<file path="config.mk">
export PLATFORM = sky130hd
export DESIGN_NAME = rob_ctrl_flat
export DESIGN_NICKNAME = d
export VERILOG_FILES = /design/src/rtl/rob_pkg.sv /design/src/rtl/rob_ctrl_if.sv /design/src/rtl/rob_entry_array.sv /design/src/rtl/rob_ctrl.sv /design/src/flat_wrapper.sv
export SDC_FILE = /design/constraint.sdc
export NUM_CORES = 1
export LEC_CHECK = 0
export CAP_MARGIN = 20
export CORE_ASPECT_RATIO = 1.75
export CORE_MARGIN = 4
export CORE_UTILIZATION = 50
export DETAILED_ROUTE_END_ITERATION = 16
export GPL_ROUTABILITY_DRIVEN = 0
export PLACE_DENSITY = 0.78
export SETUP_SLACK_MARGIN = 0.4
export SLEW_MARGIN = 20
export SYNTH_ARGS = -nofsm -noshare
export SYNTH_HDL_FRONTEND = slang
export SYNTH_SLANG_ARGS = --single-unit
</file>
<file path="constraint.sdc">
create_clock -name clk -period 3.7 [get_ports clk]
set_clock_uncertainty 0.1 [all_clocks]
set_input_delay 0.74 -clock clk [delete_from_list [all_inputs] [get_ports clk]]
set_output_delay 0.74 -clock clk [all_outputs]
set_load 0.02 [all_outputs]
</file>
<file path="src/rtl/rob_pkg.sv">
// rtl/rob_pkg.sv - shared sizes, types and writeback port numbering for the ROB controller
package rob_pkg;
  localparam int ROB_DEPTH = 16;
  localparam int ALLOC_W   = 4;
  localparam int COMMIT_W  = 2;
  localparam int PTR_W     = 4;
  localparam int CNT_W     = 5;
  localparam int RT_W      = 4;
  localparam int VAL_W     = 16;
  localparam int NUM_WB    = 4;

  localparam int WB_FXU0 = 0;
  localparam int WB_FXU1 = 1;
  localparam int WB_LSU  = 2;
  localparam int WB_BR   = 3;

  typedef logic [PTR_W-1:0] rob_ptr_t;
  typedef logic [RT_W-1:0]  rob_rt_t;
  typedef logic [VAL_W-1:0] rob_val_t;
endpackage

</file>
<file path="src/rtl/rob_ctrl_if.sv">
// rtl/rob_ctrl_if.sv - dispatch / writeback / commit bundle between the pipeline (master) and the ROB (slave)
interface rob_ctrl_if;
  import rob_pkg::*;

  logic [2:0]                  alloc_req;
  rob_rt_t [ALLOC_W-1:0]       alloc_rt;
  logic [2:0]                  alloc_grant;
  rob_ptr_t                    alloc_base_idx;
  logic [NUM_WB-1:0]           wb_valid;
  rob_ptr_t [NUM_WB-1:0]       wb_idx;
  rob_val_t [NUM_WB-1:0]       wb_value;
  logic [ROB_DEPTH-1:0]        rob_output_valid;
  rob_val_t [ROB_DEPTH-1:0]    rob_output_values;
  logic [COMMIT_W-1:0]         commit_valid;
  rob_rt_t [COMMIT_W-1:0]      commit_rt;
  rob_val_t [COMMIT_W-1:0]     commit_value;
  rob_ptr_t [COMMIT_W-1:0]     commit_idx;
  logic                        flush_valid;
  rob_ptr_t                    flush_idx;
  rob_ptr_t                    head_idx;
  rob_ptr_t                    tail_idx;
  logic [CNT_W-1:0]            count;
  logic                        rob_full;
  logic                        rob_empty;

  modport master (
    output alloc_req, alloc_rt, wb_valid, wb_idx, wb_value, flush_valid, flush_idx,
    input  alloc_grant, alloc_base_idx, rob_output_valid, rob_output_values,
    input  commit_valid, commit_rt, commit_value, commit_idx,
    input  head_idx, tail_idx, count, rob_full, rob_empty
  );

  modport slave (
    input  alloc_req, alloc_rt, wb_valid, wb_idx, wb_value, flush_valid, flush_idx,
    output alloc_grant, alloc_base_idx, rob_output_valid, rob_output_values,
    output commit_valid, commit_rt, commit_value, commit_idx,
    output head_idx, tail_idx, count, rob_full, rob_empty
  );
endinterface

</file>
<file path="src/rtl/rob_entry_array.sv">
// rtl/rob_entry_array.sv - per-entry alloc/done/rt/value storage with allocate, writeback and clear controls
module rob_entry_array
  import rob_pkg::*;
(
  input  logic                     clk,
  input  logic                     rst_n,
  input  logic [ROB_DEPTH-1:0]     alloc_en_i,
  input  rob_rt_t [ROB_DEPTH-1:0]  alloc_rt_i,
  input  logic [ROB_DEPTH-1:0]     clear_en_i,
  input  logic [NUM_WB-1:0]        wb_valid_i,
  input  rob_ptr_t [NUM_WB-1:0]    wb_idx_i,
  input  rob_val_t [NUM_WB-1:0]    wb_value_i,
  output logic [ROB_DEPTH-1:0]     alloc_o,
  output logic [ROB_DEPTH-1:0]     done_o,
  output rob_rt_t [ROB_DEPTH-1:0]  rt_o,
  output rob_val_t [ROB_DEPTH-1:0] value_o
);
  logic [ROB_DEPTH-1:0]     alloc_q, alloc_d;
  logic [ROB_DEPTH-1:0]     done_q, done_d;
  rob_rt_t [ROB_DEPTH-1:0]  rt_q, rt_d;
  rob_val_t [ROB_DEPTH-1:0] value_q, value_d;

  // Ascending port scan lets the higher-numbered port overwrite on an index collision.
  always_comb begin
    alloc_d = alloc_q;
    done_d  = done_q;
    rt_d    = rt_q;
    value_d = value_q;
    for (int e = 0; e < ROB_DEPTH; e++) begin
      for (int p = 0; p < NUM_WB; p++) begin
        if (wb_valid_i[p] && (wb_idx_i[p] == rob_ptr_t'(e)) && alloc_q[e] && !clear_en_i[e]) begin
          done_d[e]  = 1'b1;
          value_d[e] = wb_value_i[p];
        end
      end
      if (clear_en_i[e]) begin
        alloc_d[e] = 1'b0;
        done_d[e]  = 1'b0;
      end
      if (alloc_en_i[e]) begin
        alloc_d[e] = 1'b1;
        done_d[e]  = 1'b0;
        rt_d[e]    = alloc_rt_i[e];
      end
    end
  end

  always_ff @(posedge clk or negedge rst_n) begin
    if (!rst_n) begin
      alloc_q <= '0;
      done_q  <= '0;
      rt_q    <= '0;
      value_q <= '0;
    end else begin
      alloc_q <= alloc_d;
      done_q  <= done_d;
      rt_q    <= rt_d;
      value_q <= value_d;
    end
  end

  assign alloc_o = alloc_q;
  assign done_o  = done_q;
  assign rt_o    = rt_q;
  assign value_o = value_q;
endmodule

</file>
<file path="src/rtl/rob_ctrl.sv">
// rtl/rob_ctrl.sv - 16-entry reorder buffer: 4-wide allocate, 4-port writeback, 2-wide in-order commit
// Optional mispredict flush is built when ROB_FLUSH_EN is defined.
module rob_ctrl
  import rob_pkg::*;
(
  input  logic       clk,
  input  logic       rst_n,
  rob_ctrl_if.slave  bus
);
  logic [CNT_W-1:0]         count_q, count_d;
  rob_ptr_t                 head_q, head_d;
  rob_ptr_t                 tail_q, tail_d;
  logic [ROB_DEPTH-1:0]     ent_alloc, ent_done;
  rob_rt_t [ROB_DEPTH-1:0]  ent_rt;
  rob_val_t [ROB_DEPTH-1:0] ent_value;
  logic [ROB_DEPTH-1:0]     alloc_en, clear_en, kill_en;
  rob_rt_t [ROB_DEPTH-1:0]  alloc_rt_e;
  logic [CNT_W-1:0]         free_cnt, req_sat, grant_w;
  logic [2:0]               grant;
  logic [COMMIT_W-1:0]      commit_v;
  logic [1:0]               n_commit;
  rob_ptr_t                 head_p1;
  logic                     flush_act;

`ifdef ROB_FLUSH_EN
  rob_ptr_t flush_pos;
  assign flush_act = bus.flush_valid;
  assign flush_pos = bus.flush_idx - head_q;

  // Age is measured from head; anything past the branch but inside the occupied window is discarded.
  always_comb begin
    rob_ptr_t pos;
    kill_en = '0;
    for (int e = 0; e < ROB_DEPTH; e++) begin
      pos = rob_ptr_t'(e) - head_q;
      if (flush_act && (pos > flush_pos) && ({1'b0, pos} < count_q))
        kill_en[e] = 1'b1;
    end
  end
`else
  wire unused_flush = ^{bus.flush_valid, bus.flush_idx};
  assign flush_act = 1'b0;
  assign kill_en   = '0;
`endif

  always_comb begin
    free_cnt = CNT_W'(ROB_DEPTH) - count_q;
    req_sat  = (bus.alloc_req > 3'd4) ? CNT_W'(ALLOC_W) : {2'b00, bus.alloc_req};
    grant_w  = (req_sat < free_cnt) ? req_sat : free_cnt;
    if (!rst_n || flush_act)
      grant_w = '0;
  end
  assign grant = grant_w[2:0];

  assign head_p1     = head_q + rob_ptr_t'(1);
  assign commit_v[0] = ent_alloc[head_q] & ent_done[head_q];
  assign commit_v[1] = commit_v[0] & ent_alloc[head_p1] & ent_done[head_p1];
  assign n_commit    = {1'b0, commit_v[0]} + {1'b0, commit_v[1]};

  always_comb begin
    alloc_en   = '0;
    alloc_rt_e = '0;
    clear_en   = kill_en;
    for (int k = 0; k < ALLOC_W; k++) begin
      if (3'(k) < grant) begin
        alloc_en[tail_q + rob_ptr_t'(k)]   = 1'b1;
        alloc_rt_e[tail_q + rob_ptr_t'(k)] = bus.alloc_rt[k];
      end
    end
    if (commit_v[0]) clear_en[head_q]  = 1'b1;
    if (commit_v[1]) clear_en[head_p1] = 1'b1;
  end

  always_comb begin
    head_d  = head_q + {2'b00, n_commit};
    tail_d  = tail_q + {1'b0, grant};
    count_d = count_q + {2'b00, grant} - {3'b000, n_commit};
`ifdef ROB_FLUSH_EN
    if (flush_act) begin
      tail_d  = bus.flush_idx + rob_ptr_t'(1);
      count_d = {1'b0, flush_pos} + CNT_W'(1) - {3'b000, n_commit};
    end
`endif
  end

  always_ff @(posedge clk or negedge rst_n) begin
    if (!rst_n) begin
      head_q  <= '0;
      tail_q  <= '0;
      count_q <= '0;
    end else begin
      head_q  <= head_d;
      tail_q  <= tail_d;
      count_q <= count_d;
    end
  end

  rob_entry_array u_entries (
    .clk        (clk),
    .rst_n      (rst_n),
    .alloc_en_i (alloc_en),
    .alloc_rt_i (alloc_rt_e),
    .clear_en_i (clear_en),
    .wb_valid_i (bus.wb_valid),
    .wb_idx_i   (bus.wb_idx),
    .wb_value_i (bus.wb_value),
    .alloc_o    (ent_alloc),
    .done_o     (ent_done),
    .rt_o       (ent_rt),
    .value_o    (ent_value)
  );

  assign bus.alloc_grant       = grant;
  assign bus.alloc_base_idx    = tail_q;
  assign bus.rob_output_valid  = ent_done;
  assign bus.rob_output_values = ent_value;
  assign bus.commit_valid      = commit_v;
  assign bus.commit_rt[0]      = ent_rt[head_q];
  assign bus.commit_rt[1]      = ent_rt[head_p1];
  assign bus.commit_value[0]   = ent_value[head_q];
  assign bus.commit_value[1]   = ent_value[head_p1];
  assign bus.commit_idx[0]     = head_q;
  assign bus.commit_idx[1]     = head_p1;
  assign bus.head_idx          = head_q;
  assign bus.tail_idx          = tail_q;
  assign bus.count             = count_q;
  assign bus.rob_full          = (count_q == CNT_W'(ROB_DEPTH));
  assign bus.rob_empty         = (count_q == '0);
endmodule

</file>
<file path="src/flat_wrapper.sv">
// flat-port wrapper written by rule: the top's interface ports become plain ports
module rob_ctrl_flat import rob_pkg::*;
  (clk, rst_n, bus_alloc_req, bus_alloc_rt, bus_wb_valid, bus_wb_idx, bus_wb_value, bus_flush_valid, bus_flush_idx, bus_alloc_grant, bus_alloc_base_idx, bus_rob_output_valid, bus_rob_output_values, bus_commit_valid, bus_commit_rt, bus_commit_value, bus_commit_idx, bus_head_idx, bus_tail_idx, bus_count, bus_rob_full, bus_rob_empty);
  rob_ctrl_if bus_i ();
  input  logic clk;
  input  logic rst_n;
  input wire logic [$bits(bus_i.alloc_req)-1:0] bus_alloc_req;
  input wire logic [$bits(bus_i.alloc_rt)-1:0] bus_alloc_rt;
  input wire logic [$bits(bus_i.wb_valid)-1:0] bus_wb_valid;
  input wire logic [$bits(bus_i.wb_idx)-1:0] bus_wb_idx;
  input wire logic [$bits(bus_i.wb_value)-1:0] bus_wb_value;
  input wire logic [$bits(bus_i.flush_valid)-1:0] bus_flush_valid;
  input wire logic [$bits(bus_i.flush_idx)-1:0] bus_flush_idx;
  output wire logic [$bits(bus_i.alloc_grant)-1:0] bus_alloc_grant;
  output wire logic [$bits(bus_i.alloc_base_idx)-1:0] bus_alloc_base_idx;
  output wire logic [$bits(bus_i.rob_output_valid)-1:0] bus_rob_output_valid;
  output wire logic [$bits(bus_i.rob_output_values)-1:0] bus_rob_output_values;
  output wire logic [$bits(bus_i.commit_valid)-1:0] bus_commit_valid;
  output wire logic [$bits(bus_i.commit_rt)-1:0] bus_commit_rt;
  output wire logic [$bits(bus_i.commit_value)-1:0] bus_commit_value;
  output wire logic [$bits(bus_i.commit_idx)-1:0] bus_commit_idx;
  output wire logic [$bits(bus_i.head_idx)-1:0] bus_head_idx;
  output wire logic [$bits(bus_i.tail_idx)-1:0] bus_tail_idx;
  output wire logic [$bits(bus_i.count)-1:0] bus_count;
  output wire logic [$bits(bus_i.rob_full)-1:0] bus_rob_full;
  output wire logic [$bits(bus_i.rob_empty)-1:0] bus_rob_empty;
  assign bus_i.alloc_req = bus_alloc_req;
  assign bus_i.alloc_rt = bus_alloc_rt;
  assign bus_i.wb_valid = bus_wb_valid;
  assign bus_i.wb_idx = bus_wb_idx;
  assign bus_i.wb_value = bus_wb_value;
  assign bus_i.flush_valid = bus_flush_valid;
  assign bus_i.flush_idx = bus_flush_idx;
  assign bus_alloc_grant = bus_i.alloc_grant;
  assign bus_alloc_base_idx = bus_i.alloc_base_idx;
  assign bus_rob_output_valid = bus_i.rob_output_valid;
  assign bus_rob_output_values = bus_i.rob_output_values;
  assign bus_commit_valid = bus_i.commit_valid;
  assign bus_commit_rt = bus_i.commit_rt;
  assign bus_commit_value = bus_i.commit_value;
  assign bus_commit_idx = bus_i.commit_idx;
  assign bus_head_idx = bus_i.head_idx;
  assign bus_tail_idx = bus_i.tail_idx;
  assign bus_count = bus_i.count;
  assign bus_rob_full = bus_i.rob_full;
  assign bus_rob_empty = bus_i.rob_empty;
  rob_ctrl u_core (.clk(clk), .rst_n(rst_n), .bus(bus_i));
endmodule
</file>
==> qor.txt, run 1 <==
Starting density of the core: 50.68%
Cell Area, Synth: 0.02866 sq mm
CTS Root Cell: clkbuf_16
Die Span Y: 324.7 um
Dpl cell area: 0.03573 sq mm
Post-synthesis cell type count: 91
Yosys warns: 0
Row cnt: 115
Pre-CTS setup slack: -0.3460 ns
Synth Net Count: 3,273
Vias in the first global route: 39,094
Dominant synthesized flop cell: dfrtp_1
Largest net degree at the start of global routing: 170
IO Pins: 454
IO buf count: 448
Grt ovf: 10
Syn Inst Count: 3,133
TritonCTS Buffers: 37
Status: aborted with a tool error
Longest Clk Path Bufs: 3
Die X: 189.0 um
# clock sinks: 365
Post-synthesis sequential area ratio: 31.87%
First-pass GRT wire length: 271,700 um
Stage reached: global routing
Ys async rst share: 100.0%
Mean Syn Cell Area: 9.147 sq um
First error message: [ERROR GRT-0116] Global routing finished with congestion. Check the congestion regions in the DRC Viewer.
Synth Register Bits: 365
EDFF count, synth: 0
Htree depth: 2
Total global-route track usage: 59.18%
Detailed Place HPWL: 113,100 um
-- per-stage QoR --
| step | std cells | hold WS (ns) | util [%] |
|---|---|---|---|
| 2_1_floorplan | 3133 | 0.3444 | - |
| 3_5_place_dp | 4310 | 0.3967 | 63.18 |
| 4_1_cts | 4495 | 0.3886 | 70.07 |
| 3_3_place_gp | 4310 | 0.3754 | 63.18 |
-- synthesized netlist by cell type, drive strengths merged, types with 27 or more instances --
master | n | area share, %
a21oi | 91 | 1.6
a221o | 78 | 2.7
a221oi | 34 | 1.0
a22oi | 142 | 3.7
a2bb2oi | 48 | 1.5
a31oi | 61 | 1.3
and2 | 27 | 0.59
and3 | 43 | 0.94
buf | 91 | 1.5
clkbuf | 267 | 3.5
dfrtp | 365 | 32
inv | 68 | 0.90
mux2 | 28 | 1.1
mux2i | 86 | 3.0
mux4 | 187 | 15
nand2 | 344 | 4.5
nand3 | 40 | 0.70
nor2 | 350 | 4.6
nor3 | 49 | 0.86
o21ai | 87 | 1.5
o221ai | 66 | 2.0
o22ai | 199 | 4.4
-- per-layer routing --
layer | overflow | track usage, %
met5 | 0 | 18.67
met4 | 6 | 59.72
met3 | 0 | 42.44
met2 | 4 | 76.96
met1 | 0 | 57.47
-- cells by family after synthesis --
logic type | after synthesis | synth area share, %
compound gates | 998 | 25.70
mux | 301 | 18.80
buf+inv | 428 | 5.955
fa+ha+maj | 30 | 1.415
flops | 365 | 31.87
simple gates | 995 | 15.77
xor+xnor | 16 | 0.4890
-- timing repair --
item,in CTS
gates cloned,16
hold buffers,2
pin swaps,76
setup buffers,104
setup endpoints to repair,247
hold endpoints to repair,7
resized for setup,496
==> run 2, diff against run 1 <==
--- a/config.mk
+++ b/config.mk
@@ -6,13 +6,11 @@
 export NUM_CORES = 1
 export LEC_CHECK = 0
 export CAP_MARGIN = 20
-export CORE_ASPECT_RATIO = 1.75
 export CORE_MARGIN = 4
-export CORE_UTILIZATION = 50
+export CORE_UTILIZATION = 35
 export DETAILED_ROUTE_END_ITERATION = 16
 export GPL_ROUTABILITY_DRIVEN = 0
-export PLACE_DENSITY = 0.78
-export SETUP_SLACK_MARGIN = 0.4
+export PLACE_DENSITY_LB_ADDON = 0.15
 export SLEW_MARGIN = 20
 export SYNTH_ARGS = -nofsm -noshare
 export SYNTH_HDL_FRONTEND = slang
==> constraint.sdc (replaced) <==
create_clock -name clk -period 4.8 [get_ports clk]
set_clock_uncertainty 0.1 [all_clocks]
set_input_delay 0.96 -clock clk [delete_from_list [all_inputs] [get_ports clk]]
set_output_delay 0.96 -clock clk [all_outputs]
set_load 0.02 [all_outputs]
==> run 2 against run 1 <==
Compared with the run above:
- the run now ends clean
- synthesized cell count unchanged
- synthesized area is the same
==> qor.txt, run 2 <==
Status: finished clean (was aborted with a tool error)
CP delay by family, top: buffers and inverters
Most common cell after layout, fill and taps aside: clkdlybuf4s50_1
Crit-path cells: inv_2, ha_4, buf_12, buf_4, mux4_2, nand2_1, a31oi_1, clkdlybuf4s50_1
Setup crit end kind: output pin
Syn Inst Count: 3,133 (unchanged)
Most frequent cell after synthesis: dfrtp_1 (unchanged)
Critical Path Fanout Max: 38
Fmax: 213.8 MHz
TritonCTS clock tree: done
Antenna Violating Nets Remaining: 0
Die X: 294.2 um (was 189.0 um)
CTS Root Cell: clkbuf_16 (unchanged)
CTS clk-pin slew, worst paths: 0.06 ns
Drt first-iter violations: 5,464
VDD IR max: 468.0 uV
Max Transition Viols Final: 0
Max reg flops: 256
TritonCTS Buffers: 46 (was 37)
Longest Clk Path Bufs: 3 (unchanged)
Largest net degree at the start of global routing: 126
Pre-CTS setup slack: 0.03155 ns (was -0.3460 ns)
Synth Register Bits: 365 (unchanged)
Worst-Skew Late Latency: 0.61 ns
CP required: 3.74 ns
Detailed Place HPWL: 112,400 um (was 113,100 um)
RR Startpoint: u_core.bus.count[0]$_DFF_PN0_
Most frequent cells in the layout: 433 x clkdlybuf4s50_1, 360 x dfrtp_1, 345 x nor2_1, 344 x nand2_1, 198 x o22ai_1
Core area: 0.08081 sq mm
Fillcell total: 7,690
Total global-route track usage: 34.48%
Setup TNS: 0 ns
Most instantiated cells after synthesis: 365 x dfrtp_1, 348 x nor2_1, 344 x nand2_1, 267 x clkbuf_1, 198 x o22ai_1 (unchanged)
IO buf count: 448 (unchanged)
Die Span Y: 294.2 um (was 324.7 um)
Mean Syn Cell Area: 9.147 sq um (unchanged)
Synth top area cells: dfrtp_1 32%, mux4_2 15%, nor2_1 4.6% (unchanged)
Post-synthesis sequential area ratio: 31.87% (unchanged)
Crit Path Class: flop to output pin
Area growth, synth to finish: 25.29%
Final core occ: 44.44%
Synth Net Count: 3,273 (unchanged)
Die area: 0.08652 sq mm
Cell Area, Synth: 0.02866 sq mm (unchanged)
EDFF count, synth: 0 (unchanged)
Yosys top cell area share: 31.87% (unchanged)
End point of the critical path: bus_commit_value[23]
Slew @ Worst Pin: 1.295 ns
Crit path launch: u_core.bus.head_idx[0]$_DFF_PN0_
R2R depth: 14
Leakage: 0.01450 uW
Power Total: 30,780 uW
Dominant synthesized flop cell: dfrtp_1 (unchanged)
Leading area contributor after synthesis: dfrtp_1 (unchanged)
Yosys warns: 0 (unchanged)
Reg2Reg Setup Slack: 0.44 ns
Starting density of the core: 35.47% (was 50.68%)
Drt pass-1 iters: 7
Post-layout minimum cycle time: 4.676 ns
Slowest cell on crit path: clkdlybuf4s50_1
Worst path arrival time: 3.62 ns
Vias in the first global route: 30,054
Routed WL: 155,400 um
Nets@finish: 3,568
Via count: 31,683
Buffers plus inverters on the worst setup path: 4
Drc violations: 0
Max-slew headroom: 13.40%
RR Endpoint: u_core.u_entries.done_o[14]$_DFFE_PN0P_
Htree depth: 2 (unchanged)
Stages on the worst setup path: 8
Final Hold Fails: 0
First-pass GRT wire length: 221,600 um
Max incr delay on CP: 0.64 ns
IO Pins: 454 (unchanged)
Tcrit/Tclk final: 97.43%
Max cap viols: 0
Row cnt: 104 (was 115)
DR WL/cell: 34.27 um
Share of cells above drive strength 1: 14.61%
RSZ-0062 raised after global routing: true
Post-synthesis cell type count: 91 (unchanged)
Setup Viol. Count Final: 0
Setup ws final: 0.1235 ns
# clock sinks: 365 (unchanged)
CP startpoint kind: flop
PD cells: 857.2 mW/mm^2
Grt ovf: 0
Initial antenna violation count: 14
Ys async rst share: 100.0% (unchanged)
WHS: 0.1111 ns
HP Class: input pin to asynchronous set/reset pin
DR vias/cell: 6.988
[run 2: cell counts after synthesis]
No cell type changed its count.
[run 2: how the worst min path moves through the flow]
stage,from,endpoint,cells past startpoint
after detailed placement,u_core.u_entries.rt_o[3]$_DFFE_PN0P_,u_core.u_entries.rt_o[3]$_DFFE_PN0P_,1
after floorplan,u_core.u_entries.rt_o[3]$_DFFE_PN0P_,u_core.u_entries.rt_o[3]$_DFFE_PN0P_,1
final,rst_n,u_core.bus.alloc_base_idx[3]$_DFF_PN0_,1
after global placement,u_core.u_entries.rt_o[30]$_DFFE_PN0P_,u_core.u_entries.rt_o[30]$_DFFE_PN0P_,1
after CTS,rst_n,u_core.bus.alloc_base_idx[3]$_DFF_PN0_,1
after global routing,rst_n,u_core.bus.alloc_base_idx[3]$_DFF_PN0_,1
[run 2: logic make-up after synthesis]
| kind of cell | share of synthesized area (%) |
|---|---|
| and+or+nand+nor | 15.77 |
| adders and majority gates | 1.415 |
| buffers and inverters | 5.955 |
| muxes | 18.80 |
| xor gates and xnor gates | 0.4890 |
| DFF | 31.87 |
| AOI/OAI and AO/OA | 25.70 |
[run 2: timing repair]
| action | CTS | global route |
|---|---|---|
| pin swaps | 1 | 0 |
| gates cloned | 0 | 1 |
| buffers inserted | 2 | 0 |
| endpoints found under the setup margin | 9 | 12 |
| resized for setup | 5 | 5 |
| hold buffers | 0 | 0 |
[run 2: area by class of cell]
class / instances / area (sq um) / share of cell area [%]
multi-input combinational: 2340 / 17920 / 49.92
sequential: 365 / 9145 / 25.47
timing repair buffer: 605 / 5752 / 16.02
clock buffer: 69 / 1328 / 3.697
tap: 1060 / 1326 / 3.694
inverter: 70 / 266.5 / 0.7422
clock inverter: 14 / 138.9 / 0.3868
antenna: 11 / 27.53 / 0.07666
[run 2: where the power goes]
part           internal, uW  switching, uW
Combinational          8850          11300
Sequential             4620           2490
Clock                  2010           1520
Total                 15500          15300
[run 2: worst reg2reg max path, delay by kind of cell (launching register included)]
kind,cells,cell delay [ns]
multiplexers,1,0.41
XOR/XNOR,1,0.23
buffers and inverters,3,0.54
AO/OA/AOI/OAI,4,1.41
adder cells (fa/ha/maj),2,0.57
AND/OR/NAND/NOR,3,0.55
flip-flops,1,0.44
[run 2: stage by stage]
step | cells | area [sq um]
6_report | 4534 | 35910
5_1_grt | 4531 | 35900
4_1_cts | 4522 | 35820
3_5_place_dp | 4437 | 34330
3_3_place_gp | 4437 | 34320
2_1_floorplan | 3133 | 28660
[run 2: layer usage]
| metal | vias to the layer above | part of all wire, % | track usage, % | routed length, um |
|---|---|---|---|---|
| met2 | 2891 | 42 | 49.29 | 64670 |
| met5 | - | 0.13 | 1.497 | 206 |
| met1 | 15550 | 38 | 47.08 | 58770 |
| met4 | 6 | 4.7 | 13.53 | 7332 |
| met3 | 504 | 16 | 13.03 | 24410 |
| li1 | 12732 | - | - | - |
Note: power is estimated with default switching activity, not from simulation.
